==> src/rtl/uart_pkg.sv <==
// uart_pkg: state encoding, character defaults and the command-word width
// helper shared by the UART command controller and its timeout counter.
package uart_pkg;

    // Controller sequencing states
    typedef enum logic [2:0] {
        COLLECT    = 3'd0,
        DISCARD    = 3'd1,
        PAD        = 3'd2,
        LATCH      = 3'd3,
        CLEAR      = 3'd4,
        WAIT_EMPTY = 3'd5
    } cmd_state_e;

    localparam logic [7:0] TERM_CHAR_DEF = 8'h0D;  // carriage return
    localparam logic [7:0] PAD_CHAR_DEF  = 8'h20;  // space

    // Width of one flattened command word
    function automatic int cmd_width(input int data_size, input int depth);
        return data_size * depth;
    endfunction

endpackage

==> src/rtl/cmd_timeout_counter.sv <==
// cmd_timeout_counter: idle-cycle counter for a partially received command.
// Counts while run is high, restarts on clear, and raises expired for one
// cycle once LIMIT idle cycles have elapsed. Only compiled when the
// CMD_TIMEOUT_EN feature is enabled.
`ifdef CMD_TIMEOUT_EN
module cmd_timeout_counter #(
    parameter int LIMIT = 100_000_000,
    localparam int W    = $clog2(LIMIT + 1)
) (
    input  logic clk_100MHz,
    input  logic reset,
    input  logic run,
    input  logic clear,
    output logic expired
);

    localparam logic [W-1:0] LAST = W'(LIMIT - 1);

    logic [W-1:0] tcnt;

    // Idle counter: restarts on any received byte or when not armed
    always_ff @(posedge clk_100MHz or posedge reset) begin
        if (reset) begin
            tcnt <= '0;
        end else if (clear || !run) begin
            tcnt <= '0;
        end else if (tcnt != LAST) begin
            tcnt <= tcnt + 1'b1;
        end
    end

    // A byte arriving in the expiry cycle wins over the timeout
    assign expired = run && !clear && (tcnt == LAST);

endmodule
`endif

==> src/rtl/uart_cmd_controller.sv <==
// uart_cmd_controller: collects UART bytes into the 8-entry character FIFO
// until a terminator, pads the FIFO to full, latches the flattened FIFO as a
// command word, clears the FIFO and pulses cmd_valid.
// Optional feature: define CMD_TIMEOUT_EN to flush a partial command after
// TIMEOUT_CYCLES idle cycles (cmd_error pulse, no cmd_valid).
module uart_cmd_controller
    import uart_pkg::*;
#(
    parameter int                   DATA_SIZE      = 8,
    parameter int                   DEPTH          = 8,
    parameter logic [DATA_SIZE-1:0] TERM_CHAR      = DATA_SIZE'(TERM_CHAR_DEF),
    parameter logic [DATA_SIZE-1:0] PAD_CHAR       = DATA_SIZE'(PAD_CHAR_DEF),
    parameter int                   TIMEOUT_CYCLES = 100_000_000,
    localparam int                  CMD_W          = cmd_width(DATA_SIZE, DEPTH),
    localparam int                  CNT_W          = $clog2(DEPTH + 1)
) (
    input  logic                 clk_100MHz,
    input  logic                 reset,
    input  logic                 rx_done_tick,
    input  logic [DATA_SIZE-1:0] rx_data,
    input  logic                 fifo_full,
    input  logic                 fifo_empty,
    input  logic [CMD_W-1:0]     fifo_data,
    output logic                 fifo_write,
    output logic                 fifo_read,
    output logic [DATA_SIZE-1:0] fifo_wdata,
    output logic [CMD_W-1:0]     cmd_word,
    output logic [CNT_W-1:0]     cmd_len,
    output logic                 cmd_valid,
    output logic                 cmd_error,
    output logic                 busy
);

    localparam logic [2:0] ST_COLLECT    = COLLECT;
    localparam logic [2:0] ST_DISCARD    = DISCARD;
    localparam logic [2:0] ST_PAD        = PAD;
    localparam logic [2:0] ST_LATCH      = LATCH;
    localparam logic [2:0] ST_CLEAR      = CLEAR;
    localparam logic [2:0] ST_WAIT_EMPTY = WAIT_EMPTY;

    localparam logic [CNT_W-1:0] FULL_CNT = CNT_W'(DEPTH);

    logic [2:0]       state;
    logic [CNT_W-1:0] cnt;       // FIFO slots written, pads included
    logic [CNT_W-1:0] real_cnt;  // received characters only
    logic             discard;   // current command is being flushed
    logic             timeout_hit;

`ifdef CMD_TIMEOUT_EN
    cmd_timeout_counter #(
        .LIMIT(TIMEOUT_CYCLES)
    ) u_timeout (
        .clk_100MHz(clk_100MHz),
        .reset     (reset),
        .run       ((state == ST_COLLECT) && (cnt != '0)),
        .clear     (rx_done_tick),
        .expired   (timeout_hit)
    );
`else
    // No idle limit: a partial command waits for its terminator forever
    assign timeout_hit = 1'b0 && (TIMEOUT_CYCLES > 0);
`endif

    // Busy whenever the controller is not accepting new characters
    assign busy = (state != ST_COLLECT);

    // Command sequencer; FIFO strobes and result pulses are one-cycle registers
    always_ff @(posedge clk_100MHz or posedge reset) begin
        if (reset) begin
            state      <= ST_COLLECT;
            cnt        <= '0;
            real_cnt   <= '0;
            discard    <= 1'b0;
            fifo_write <= 1'b0;
            fifo_read  <= 1'b0;
            fifo_wdata <= '0;
            cmd_word   <= '0;
            cmd_len    <= '0;
            cmd_valid  <= 1'b0;
            cmd_error  <= 1'b0;
        end else begin
            fifo_write <= 1'b0;
            fifo_read  <= 1'b0;
            cmd_valid  <= 1'b0;
            cmd_error  <= 1'b0;
            case (state)
                ST_COLLECT: begin
                    if (rx_done_tick) begin
                        if (rx_data == TERM_CHAR) begin
                            // an empty command is ignored outright
                            if (cnt != '0) state <= ST_PAD;
                        end else if (cnt < FULL_CNT) begin
                            fifo_write <= 1'b1;
                            fifo_wdata <= rx_data;
                            cnt        <= cnt + 1'b1;
                            real_cnt   <= real_cnt + 1'b1;
                        end else begin
                            cmd_error <= 1'b1;
                            discard   <= 1'b1;
                            state     <= ST_DISCARD;
                        end
                    end else if (timeout_hit) begin
                        // flush the partial command through the discard path
                        cmd_error <= 1'b1;
                        discard   <= 1'b1;
                        state     <= ST_PAD;
                    end
                end
                ST_DISCARD: begin
                    if (rx_done_tick && (rx_data == TERM_CHAR)) state <= ST_PAD;
                end
                ST_PAD: begin
                    if (cnt < FULL_CNT) begin
                        fifo_write <= 1'b1;
                        fifo_wdata <= PAD_CHAR;
                        cnt        <= cnt + 1'b1;
                    end else if (fifo_full) begin
                        // full flag trails the last write by one cycle
                        state <= ST_LATCH;
                    end
                end
                ST_LATCH: begin
                    if (!discard) begin
                        cmd_word  <= fifo_data;
                        cmd_len   <= real_cnt;
                        cmd_valid <= 1'b1;
                    end
                    state <= ST_CLEAR;
                end
                ST_CLEAR: begin
                    fifo_read <= 1'b1;
                    state     <= ST_WAIT_EMPTY;
                end
                ST_WAIT_EMPTY: begin
                    if (fifo_empty && !fifo_full) begin
                        cnt      <= '0;
                        real_cnt <= '0;
                        discard  <= 1'b0;
                        state    <= ST_COLLECT;
                    end
                end
                default: begin
                    state <= ST_COLLECT;
                end
            endcase
        end
    end

endmodule
==> config.mk <==
export PLATFORM = sky130hd
export DESIGN_NAME = uart_cmd_controller
export DESIGN_NICKNAME = d
export VERILOG_FILES = /design/src/rtl/uart_pkg.sv /design/src/rtl/cmd_timeout_counter.sv /design/src/rtl/uart_cmd_controller.sv
export SDC_FILE = /design/constraint.sdc
export NUM_CORES = 1
export LEC_CHECK = 0
export ABC_AREA = 1
export CORE_ASPECT_RATIO = 0.6
export CORE_UTILIZATION = 35
export DETAILED_ROUTE_END_ITERATION = 12
export GPL_TIMING_DRIVEN = 0
export PLACE_DENSITY = 0.65
export SLEW_MARGIN = 25
export SYNTH_ARGS = -nofsm -noshare
export SYNTH_HDL_FRONTEND = slang
export SYNTH_SLANG_ARGS = --single-unit
==> constraint.sdc <==
create_clock -name clk_100MHz -period 4 [get_ports clk_100MHz]
set_input_delay 1 -clock clk_100MHz [delete_from_list [all_inputs] [get_ports clk_100MHz]]
set_output_delay 1 -clock clk_100MHz [all_outputs]
set_load 0.01 [all_outputs]
==> impl_results.md, run 1 <==
* VDD IR max at 0.000389 V
* # rows at 29
* Seq. cell area at 2300 um2
* Synth warnings at 0
* Tcrit/Tclk final at 0.662
* Post-synthesis simple-gate area fraction at 0.308
* DR vias/cell at 4.45
* Final WS setup at 1.35 ns
* Via Count at 3399
* Highest metal used: met4
* Complex-gate fraction of the synthesized area at 0.0280
* Setup TNS at 0 ns
* Antenna violations before repair at 0
* Final HPWL DP at 7.47 mm
* Largest family of logic cells by synthesized area: simple AND/OR/NAND/NOR gates
* Pre-antenna DRT Iters at 4
* Sink Count at 92
* Vias in the first global route at 3361
* Synth unique cells at 28
* Post-layout util at 0.559
* Non-filler cells, final at 764
* Post-detailed-route wirelength per cell at 13.2 um
* Layout cell share with drive strength beyond 1 at 0.0736
* Fillers at 930
* Layout area overhead at 54.7%
* Worst EP arrival at 1.65 ns
* Startpoint Class: register
* Maxcap violations at 0
* Final min period at 2.65 ns
* Detailed Route Iter0 Violations at 128
* Htree depth at 3
* Resized Gates After CTS at 0
* HP Class: reg2reg
* Cells after Synth at 451
* Hold_ws at 0.479 ns
* First-pass GRT wire length at 16.3 mm
* Top-Level Pins at 158
* Required time of the critical path at 3.00 ns
* Hold buffer count at cts at 0
* Total CTS buffers at 9
* N_diodes at 0
* Post-CTS setup repair buffer count at 0
* Critical Path Fanout Max at 6
* Total track usage at 0.186
* CP Capture Type: primary output
* Nets at 700
* Synth Area in Adders at 0.00978
* Status: finished clean
* Reg clk slew, reported paths at 0.07 ns
* Chip Width at 137 um
* Post-Synth XOR/XNOR Area at 0.00456
* Detail Route Antenna Nets at 0
* Post-Route WL at 10.1 mm
* Multiplexer share of the synthesized area at 0
* Setup violations, final at 0
* Pwr Density at 784 nW/um2
* Total Power at 4.66 mW
* Average size of a mapped cell at 8.51 um2
* Largest net degree at the start of global routing at 61
* TritonCTS clock tree: built
* Clock latency on the worst-skew pair at 0.34 ns
* Grt total ovfl at 0
* Max-slew violation count at 0
* # placed instances at 748
* Sequential area share after synthesis at 0.600
* Worst Skew at 0.00595 ns
* Mapped Nets at 531
* Fin. Hold Viols at 0
* Starting density of the core at 0.361
* Bufs on Longest Clock Path at 2
* Leak at 2.94 nW
* Dpl ws at 1.52 ns
* Die area at 11400 um2
* IO buf count at 157
* Placement Cell Area at 5620 um2
* RSZ-0062 raised after global routing: no
* F_max at 378 MHz
* Core ar. at 10600 um2
* Clock Tree Root: clkbuf_16
* Post-route cell area at 5940 um2
* Synthesized area at 3840 um2
* M1 WL at 5.05 mm
* Worst-Margin Slew at 0.464 ns
* Slew HR at 0.691
* Met2 Wirelength at 4.22 mm
* Setup CP Type: reg2out
* Register bit total from synthesis at 92
* Met3 routed WL at 718 um
* Area of the multi-input gates at 1350 um2
* Die span in y at 83.1 um
* DRC at 0
* RePlAce Congestion at 0.847
## logic make-up after synthesis
| group | count (synthesis) |
|---|---|
| XOR/XNOR | 2 |
| AND/OR/NAND/NOR | 294 |
| adder cells (fa/ha/maj) | 3 |
| AO/OA/AOI/OAI | 20 |
| flip-flops | 92 |
| buffers and inverters | 40 |
## sequential cells by signal (all words and copies together) (netlist names)
signal and count:
cmd_word 64, fifo_wdata 8, cmd_len 4, cnt 4, real_cnt 4, state 3, cmd_error 1, cmd_valid 1
discard 1, fifo_read 1, fifo_write 1
## power by group
part	total, mW	leakage, nW	internal [mW]	switching (mW)
registers	1.66	1.12	1.39	0.274
logic	2.08	1.66	1.10	0.974
clock network	0.923	0.158	0.555	0.368
total	4.66	2.94	3.04	1.62
## worst paths after layout
kind	start	endpoint	slack [ns]	depth (start not counted)
setup / recovery	state[1]	busy	1.35	3
hold / removal	cmd_word[14]	cmd_word[14]	0.48	2
setup reg to reg	state[2]	cmd_len[2]	2.40	6
hold reg to reg	cmd_word[14]	cmd_word[14]	0.48	2
max in group asynchronous	reset	cmd_word[12]	2.39	3
min in group asynchronous	reset	cmd_word[48]	1.01	2
## critical path: stages, from the launching register on
cell	delay, ns
dfrtp_1	0.45
nor2_1	0.24
nand2_2	0.12
clkdlybuf4s50_1	0.49
## metal layers
layer  vias up  global-route usage
li1       1718                   -
met1      1563               0.263
met2       107               0.271
met3        11              0.0598
met4         0              0.0509
met5         -                   0
## final cells by class
type | instances | share of cell area
plain buffers | 17 | 0.0177
repair buffers | 158 | 0.269
clock inverters | 6 | 0.0160
well taps | 139 | 0.0293
inverters | 23 | 0.0154
flip-flops and latches | 92 | 0.387
clock buffers | 10 | 0.0385
multi-input cells | 319 | 0.227
## synth_stat cells
| cell type | instances | share of area |
|---|---|---|
| ha_1 | 3 | 0.0098 |
| nor2_4 | 1 | 0.0029 |
| nand4_1 | 2 | 0.0033 |
| a21oi_1 | 3 | 0.0039 |
| buf_6 | 4 | 0.012 |
| nand2_4 | 1 | 0.0029 |
| nor3b_1 | 1 | 0.0020 |
| nand2_2 | 5 | 0.0081 |
| a31o_2 | 1 | 0.0023 |
| nand3_1 | 10 | 0.013 |
| or3b_2 | 1 | 0.0023 |
| dfrtp_1 | 92 | 0.60 |
| buf_2 | 6 | 0.0078 |
| inv_1 | 17 | 0.017 |
| o21ai_0 | 3 | 0.0039 |
| buf_4 | 1 | 0.0020 |
| nor3_1 | 3 | 0.0039 |
| nand3b_1 | 2 | 0.0039 |
| clkbuf_1 | 6 | 0.0059 |
| nor2_1 | 12 | 0.012 |
| xor2_1 | 2 | 0.0046 |
| o21ai_1 | 12 | 0.016 |
| nand3_2 | 1 | 0.0026 |
| or2_2 | 1 | 0.0016 |
| inv_2 | 6 | 0.0059 |
| nor3_2 | 1 | 0.0026 |
| a2bb2oi_1 | 1 | 0.0023 |
| nand2_1 | 253 | 0.25 |
## placed cells by master (no fill, tap or decap), types with 3 or more instances in the layout
master,netlist,final
a21oi_1,3,3
buf_2,6,6
buf_6,4,4
clkbuf_1,6,7
clkbuf_16,0,9
clkdlybuf4s50_1,0,157
dfrtp_1,92,92
ha_1,3,3
inv_1,17,16
inv_2,6,6
inv_6,0,3
nand2_1,253,253
nand2_2,5,5
nand3_1,10,10
nor2_1,12,12
nor3_1,3,3
o21ai_0,3,3
o21ai_1,12,12
(Power assumes the default switching activity.)
==> inputs of run 2 (changes only) <==
- PLACE_DENSITY: 0.65 -> 0.68
- clock period: 4 -> 2.2 ns (I/O delays scaled with it)
==> run 2 against run 1 <==
Register-to-register slack got worse by 1.8 ns. Non-clock buffer count increased by 2. Final area up 0.63%. Critical path depth unchanged. Routed wire length shrank 2.2%. Sequential share of layout area down 0.20 points. Worst hold slack got worse by 0.0013 ns. Utilization is 0.35 points higher. Worst setup slack lost 1.2 ns. Highest routed layer unchanged.
==> impl_results.md, run 2 (same netlist as run 1, synthesis figures left out) <==
* Tcrit/Tclk final at 0.952
* Startpoint Class: register
* Sink Count at 92 (unchanged)
* VDD IR max at 0.000668 V (+72%)
* N_diodes at 0 (unchanged)
* Chip Width at 137 um (unchanged)
* Most frequent cells in the layout: nand2_1, clkdlybuf4s50_1, dfrtp_1
* Total CTS buffers at 9 (unchanged)
* Final WS setup at 0.105 ns (-1.25 ns)
* Hold buffer count at cts at 0 (unchanged)
* Critical Path Fanout Max at 5 (-1)
* # rows at 29 (unchanged)
* Net Switching at 2.91 mW (+80%)
* Reg clk slew, reported paths at 0.06 ns (about the same)
* Max FFs per register at 64 (unchanged)
* Setup CP Type: reg2out
* Max-slew violation count at 0 (unchanged)
* Seq. cell area at 2300 um2 (+0.11%)
* Post-detailed-route wirelength per cell at 12.9 um (-2.3%)
* Bufs on Longest Clock Path at 2 (unchanged)
* Die area at 11400 um2 (unchanged)
* IO buf count at 157 (unchanged)
* Post-Route WL at 9.88 mm (-2.2%)
* Placement Cell Area at 5660 um2 (+0.69%)
* Core ar. at 10600 um2 (unchanged)
* Worst hold path depth at 2 (unchanged)
* Starting density of the core at 0.361 (unchanged)
* Final min period at 2.09 ns
* Final HPWL DP at 7.39 mm (-1.0%)
* Worst r2r dst: cmd_len[2]
* Worst-Margin Slew at 0.453 ns (-0.0104 ns)
* Most common cell after layout, fill and taps aside: nand2_1
* Via Count at 3416 (+0.50%)
* Die span in y at 83.1 um (unchanged)
* Sequential cell fraction of total power at 0.360 (+0.004)
* Nets at 702 (+0.29%)
* Hold_sp: cmd_word[21]
* Dpl ws at 0.160 ns (-1.36 ns)
* Maxcap violations at 0 (unchanged)
* Pre-antenna DRT Iters at 6 (+2)
* Status: finished clean
* Detailed Route Iter0 Violations at 180 (+41%)
* CP Capture Type: primary output
* TritonCTS clock tree: built
* Area of the multi-input gates at 1350 um2 (+0.56%)
* Detail Route Antenna Nets at 0 (unchanged)
* Met1 Use GR at 0.245 (-0.0181)
* RePlAce Congestion at 0.816 (-3.6%)
* RSZ-0062 raised after global routing: no
* Top Usage Layer GRT: met2
* Sw Ratio at 0.345 (-0.00230)
* Antenna violations before repair at 0 (unchanged)
* DR vias/cell at 4.47 (+0.37%)
* Post-CTS setup repair buffer count at 0 (unchanged)
* Layout area overhead at 55.7%
* Clock latency on the worst-skew pair at 0.33 ns (about the same)
* Top flop regs: cmd_word: 64 flops, fifo_wdata: 8 flops
* Combinational power share at 0.448 (+0.002)
* Clock Tree Root: clkbuf_16
* Largest net degree at the start of global routing at 32 (-48%)
* Crit path from: state[0]
* Fin. Hold Viols at 0 (unchanged)
* Pwr Density at 1410 nW/um2 (+80%)
* DRC at 0 (unchanged)
* Layout cell share with drive strength beyond 1 at 0.0815 (+0.00787)
* Total track usage at 0.179 (-0.00660)
* Worst Skew at 0.00611 ns (+0.000165 ns)
* Top-Level Pins at 158 (unchanged)
* Cells on worst reg2reg path at 7 (+1)
* Met3 Track Usage GR at 0.0629 (+0.00305)
* Vias in the first global route at 3258 (-3.1%)
* F_max at 477 MHz
* Post-route cell area at 5980 um2 (+0.63%)
* Slew HR at 0.698 (+0.00691)
* Setup violations, final at 0 (unchanged)
* HP Class: reg2reg
* First-pass GRT wire length at 16.0 mm (-1.5%)
* Hold EP: cmd_word[21]
* Grt total ovfl at 0 (unchanged)
* Fillers at 910 (-2.2%)
* Worst EP arrival at 1.54 ns (-0.11 ns)
* Flop2flop setup slack at 0.59 ns (-1.81 ns)
* Htree depth at 3 (unchanged)
* Global routing usage on met2 at 0.268 (-0.00321)
* Int Pwr at 5.54 mW (+82%)
* Clk network pwr share at 0.192 (-0.006)
* RR Startpoint: state[0]
* Top reg by flops: cmd_word
* Required time of the critical path at 1.65 ns (-1.35 ns)
* Leak at 2.95 nW (+0.39%)
## run 2: through the flow
stage	power, mW	hold slack [ns]	util	setup TNS (ns)	std cells
floorplan	4.78	0.483	-	0	451
global placement	6.74	0.461	0.526	-39.33	747
detailed placement	6.85	0.465	0.532	0	750
CTS	8.53	0.482	0.562	0	765
global route	9.07	0.496	0.562	0	765
finish	8.45	0.478	0.562	0	765
## run 2: layout make-up
| type | instances | share of cell area |
|---|---|---|
| buffer | 17 | 0.0176 |
| inverter | 23 | 0.0151 |
| clock inverter | 6 | 0.0146 |
| clock buffer | 9 | 0.0377 |
| tap | 139 | 0.0291 |
| multi-input combinational | 319 | 0.226 |
| timing repair buffer | 160 | 0.274 |
| sequential | 92 | 0.385 |
## run 2: worst max-delay path by stage
stage,to,slack (ns)
CTS,busy,0.04
global placement,cmd_word[48],-0.43
finish,busy,0.11
floorplan,cmd_error,0.57
global route,busy,0.01
detailed placement,fifo_wdata[7],0.16
## run 2: repair_timing
item,CTS,global route
endpoints found under the setup margin,1,1
pin swaps,0,0
cloned,0,0
gates resized for setup,1,3
## run 2: power by group through the flow
stage / clock (mW) / combinational (mW) / sequential [mW]
floorplan: 0 / 1.45 / 3.34
global placement: 0 / 3.73 / 3.01
detailed placement: 0 / 3.81 / 3.04
CTS: 1.68 / 3.82 / 3.03
global route: 1.74 / 4.18 / 3.15
finish: 1.62 / 3.79 / 3.04
## run 2: routing by layer
| layer | share of wire | vias up |
|---|---|---|
| li1 | - | 1721 |
| met1 | 0.47 | 1574 |
| met2 | 0.44 | 116 |
| met3 | 0.084 | 5 |
| met4 | 0.0065 | 0 |
| met5 | 0 | - |
## run 2: critical path, stage by stage (launching register included)
cell and delay (ns):
dfrtp_1 0.49, nor2_4 0.07, nand2_2 0.10, clkdlybuf4s50_1 0.56
==> inputs of run 3 (changes only) <==
- clock period: 2.2 -> 1.8 ns (I/O delays scaled with it)
==> run 3 against run 2 <==
Final area is 0.94% higher. Critical endpoint unchanged. Combinational power is 25% higher. Non-clock buffer count grew 7. Via count grew 1.1%.
==> impl_results.md, run 3 (same netlist as run 1, synthesis figures left out) <==
* Pwr Density at 1730 nW/um2 (+22%)
* DR vias/cell at 4.47 (+0.14%)
* Sink Count at 92 (unchanged)
* Slew HR at 0.701 (+0.00326)
* VDD IR max at 0.000815 V (+22%)
* Top flop regs: cmd_word: 64 flops, fifo_wdata: 8 flops
* Layout cell share with drive strength beyond 1 at 0.0932 (+0.0117)
* Via Count at 3452 (+1.1%)
* Detailed Route Iter0 Violations at 175 (-2.8%)
* Worst Skew at 0.00720 ns (+0.00109 ns)
* First-pass GRT wire length at 16.1 mm (+0.31%)
* Cells on worst reg2reg path at 9 (+2)
* CP Capture Type: primary output
* Total CTS buffers at 9 (unchanged)
* Top-Level Pins at 158 (unchanged)
* Dpl ws at -0.140 ns (-0.300 ns)
* Starting density of the core at 0.361 (unchanged)
* Clock Tree Root: clkbuf_16
* Total track usage at 0.179 (+0.000421)
* Fillers at 903 (-0.77%)
* Tcrit/Tclk final at 0.952
* Startpoint Class: register
* Max-slew violation count at 0 (unchanged)
* Die span in y at 83.1 um (unchanged)
* Largest net degree at the start of global routing at 32 (unchanged)
* Top reg by flops: cmd_word
* Setup violations, final at 0 (unchanged)
* Detail Route Antenna Nets at 0 (unchanged)
* Fin. Hold Viols at 0 (unchanged)
* Post-Route WL at 9.96 mm (+0.87%)
* Reg clk slew, reported paths at 0.07 ns (about the same)
* Leak at 2.99 nW (+1.2%)
* HP Class: in2async
* Vias in the first global route at 3273 (+0.46%)
* Worst EP arrival at 1.26 ns (-0.28 ns)
* Nets at 709 (+1.0%)
* Final min period at 1.71 ns
* Pre-antenna DRT Iters at 4 (-2)
* # placed instances at 750 (unchanged)
* Total Power at 10.4 mW (+23%)
* Htree depth at 3 (unchanged)
* Layout area overhead at 57.2%
* F_max at 584 MHz
* Setup CP Type: reg2out
* # rows at 29 (unchanged)
* Core ar. at 10600 um2 (unchanged)
* Non-filler cells, final at 772 (+0.92%)
* N_diodes at 0 (unchanged)
* Clock latency on the worst-skew pair at 0.33 ns (about the same)
* Bufs on Longest Clock Path at 2 (unchanged)
* Maxcap violations at 0 (unchanged)
* Grt total ovfl at 0 (unchanged)
* Critical Path Fanout Max at 4 (-1)
* Post-detailed-route wirelength per cell at 12.9 um (about the same)
* Hold buffer count at cts at 0 (unchanged)
* Most common cell after layout, fill and taps aside: nand2_1
* Worst-Margin Slew at 0.448 ns (-0.00489 ns)
* Setup TNS at 0 ns (unchanged)
* Chip Width at 137 um (unchanged)
* Final WS setup at 0.0864 ns (-0.0190 ns)
* Most frequent cells in the layout: nand2_1, clkdlybuf4s50_1, dfrtp_1
* Required time of the critical path at 1.35 ns (-0.30 ns)
* Final HPWL DP at 7.39 mm (unchanged)
* Status: finished clean
* Flop2flop setup slack at 0.12 ns (-0.47 ns)
* Die area at 11400 um2 (unchanged)
* Antenna violations before repair at 0 (unchanged)
* RePlAce Congestion at 0.816 (unchanged)
* Max FFs per register at 64 (unchanged)
* DRC at 0 (unchanged)
* IO buf count at 157 (unchanged)
* TritonCTS clock tree: built
-- run 3: area by class of cell --
type                       instances  area, um2  share of cell area
inverter                          23       92.6              0.0153
multi-input combinational        319       1350               0.224
buffer                            17        105              0.0174
clock buffer                       9        225              0.0373
sequential                        92       2310               0.382
tap                              139        174              0.0288
clock inverter                     6       87.6              0.0145
timing repair buffer             167       1690               0.280
-- run 3: critical path, stage by stage, from the launching register on --
cell,delay [ns]
dfrtp_2,0.45
nor2_4,0.14
nand2_2,0.09
clkdlybuf4s15_1,0.25
-- run 3: per-layer routing --
| metal | part of all wire | wire length, um | global-route usage | vias up |
|---|---|---|---|---|
| met5 | 0 | 0 | 0 | - |
| met4 | 0.0076 | 76 | 0.0509 | 0 |
| met3 | 0.084 | 837 | 0.0635 | 7 |
| met2 | 0.44 | 4350 | 0.268 | 115 |
| met1 | 0.47 | 4700 | 0.244 | 1595 |
| li1 | - | - | - | 1735 |
-- run 3: path summary, 6_finish.rpt --
kind | start | to
setup reg to reg | state[1] | cnt[3]
hold / removal | reset | cmd_word[35]
max in group asynchronous | reset | state[0]
hold reg to reg | cmd_word[21] | cmd_word[21]
min in group clk_100MHz | cmd_word[21] | cmd_word[21]
setup / recovery | state[0] | busy
-- run 3: power breakdown --
part / switching, mW / leakage (nW) / internal [mW] / total (mW)
combinational: 2.20 / 1.71 / 2.54 / 4.74
sequential: 0.618 / 1.12 / 3.09 / 3.71
clock: 0.766 / 0.156 / 1.21 / 1.98
-- run 3: per-stage QoR --
step	hold WS (ns)	util	cell area, um2
floorplan	0.483	-	3840
global placement	0.461	0.526	5590
detailed placement	0.465	0.532	5660
CTS	0.449	0.562	5980
global route	0.482	0.568	6040
finish	0.454	0.568	6040
-- run 3: timing repair --
item / in CTS / in global routing
setup buffers: 0 / 7
pin swaps: 0 / 1
resized for setup: 5 / 3
endpoints found under the setup margin: 1 / 2
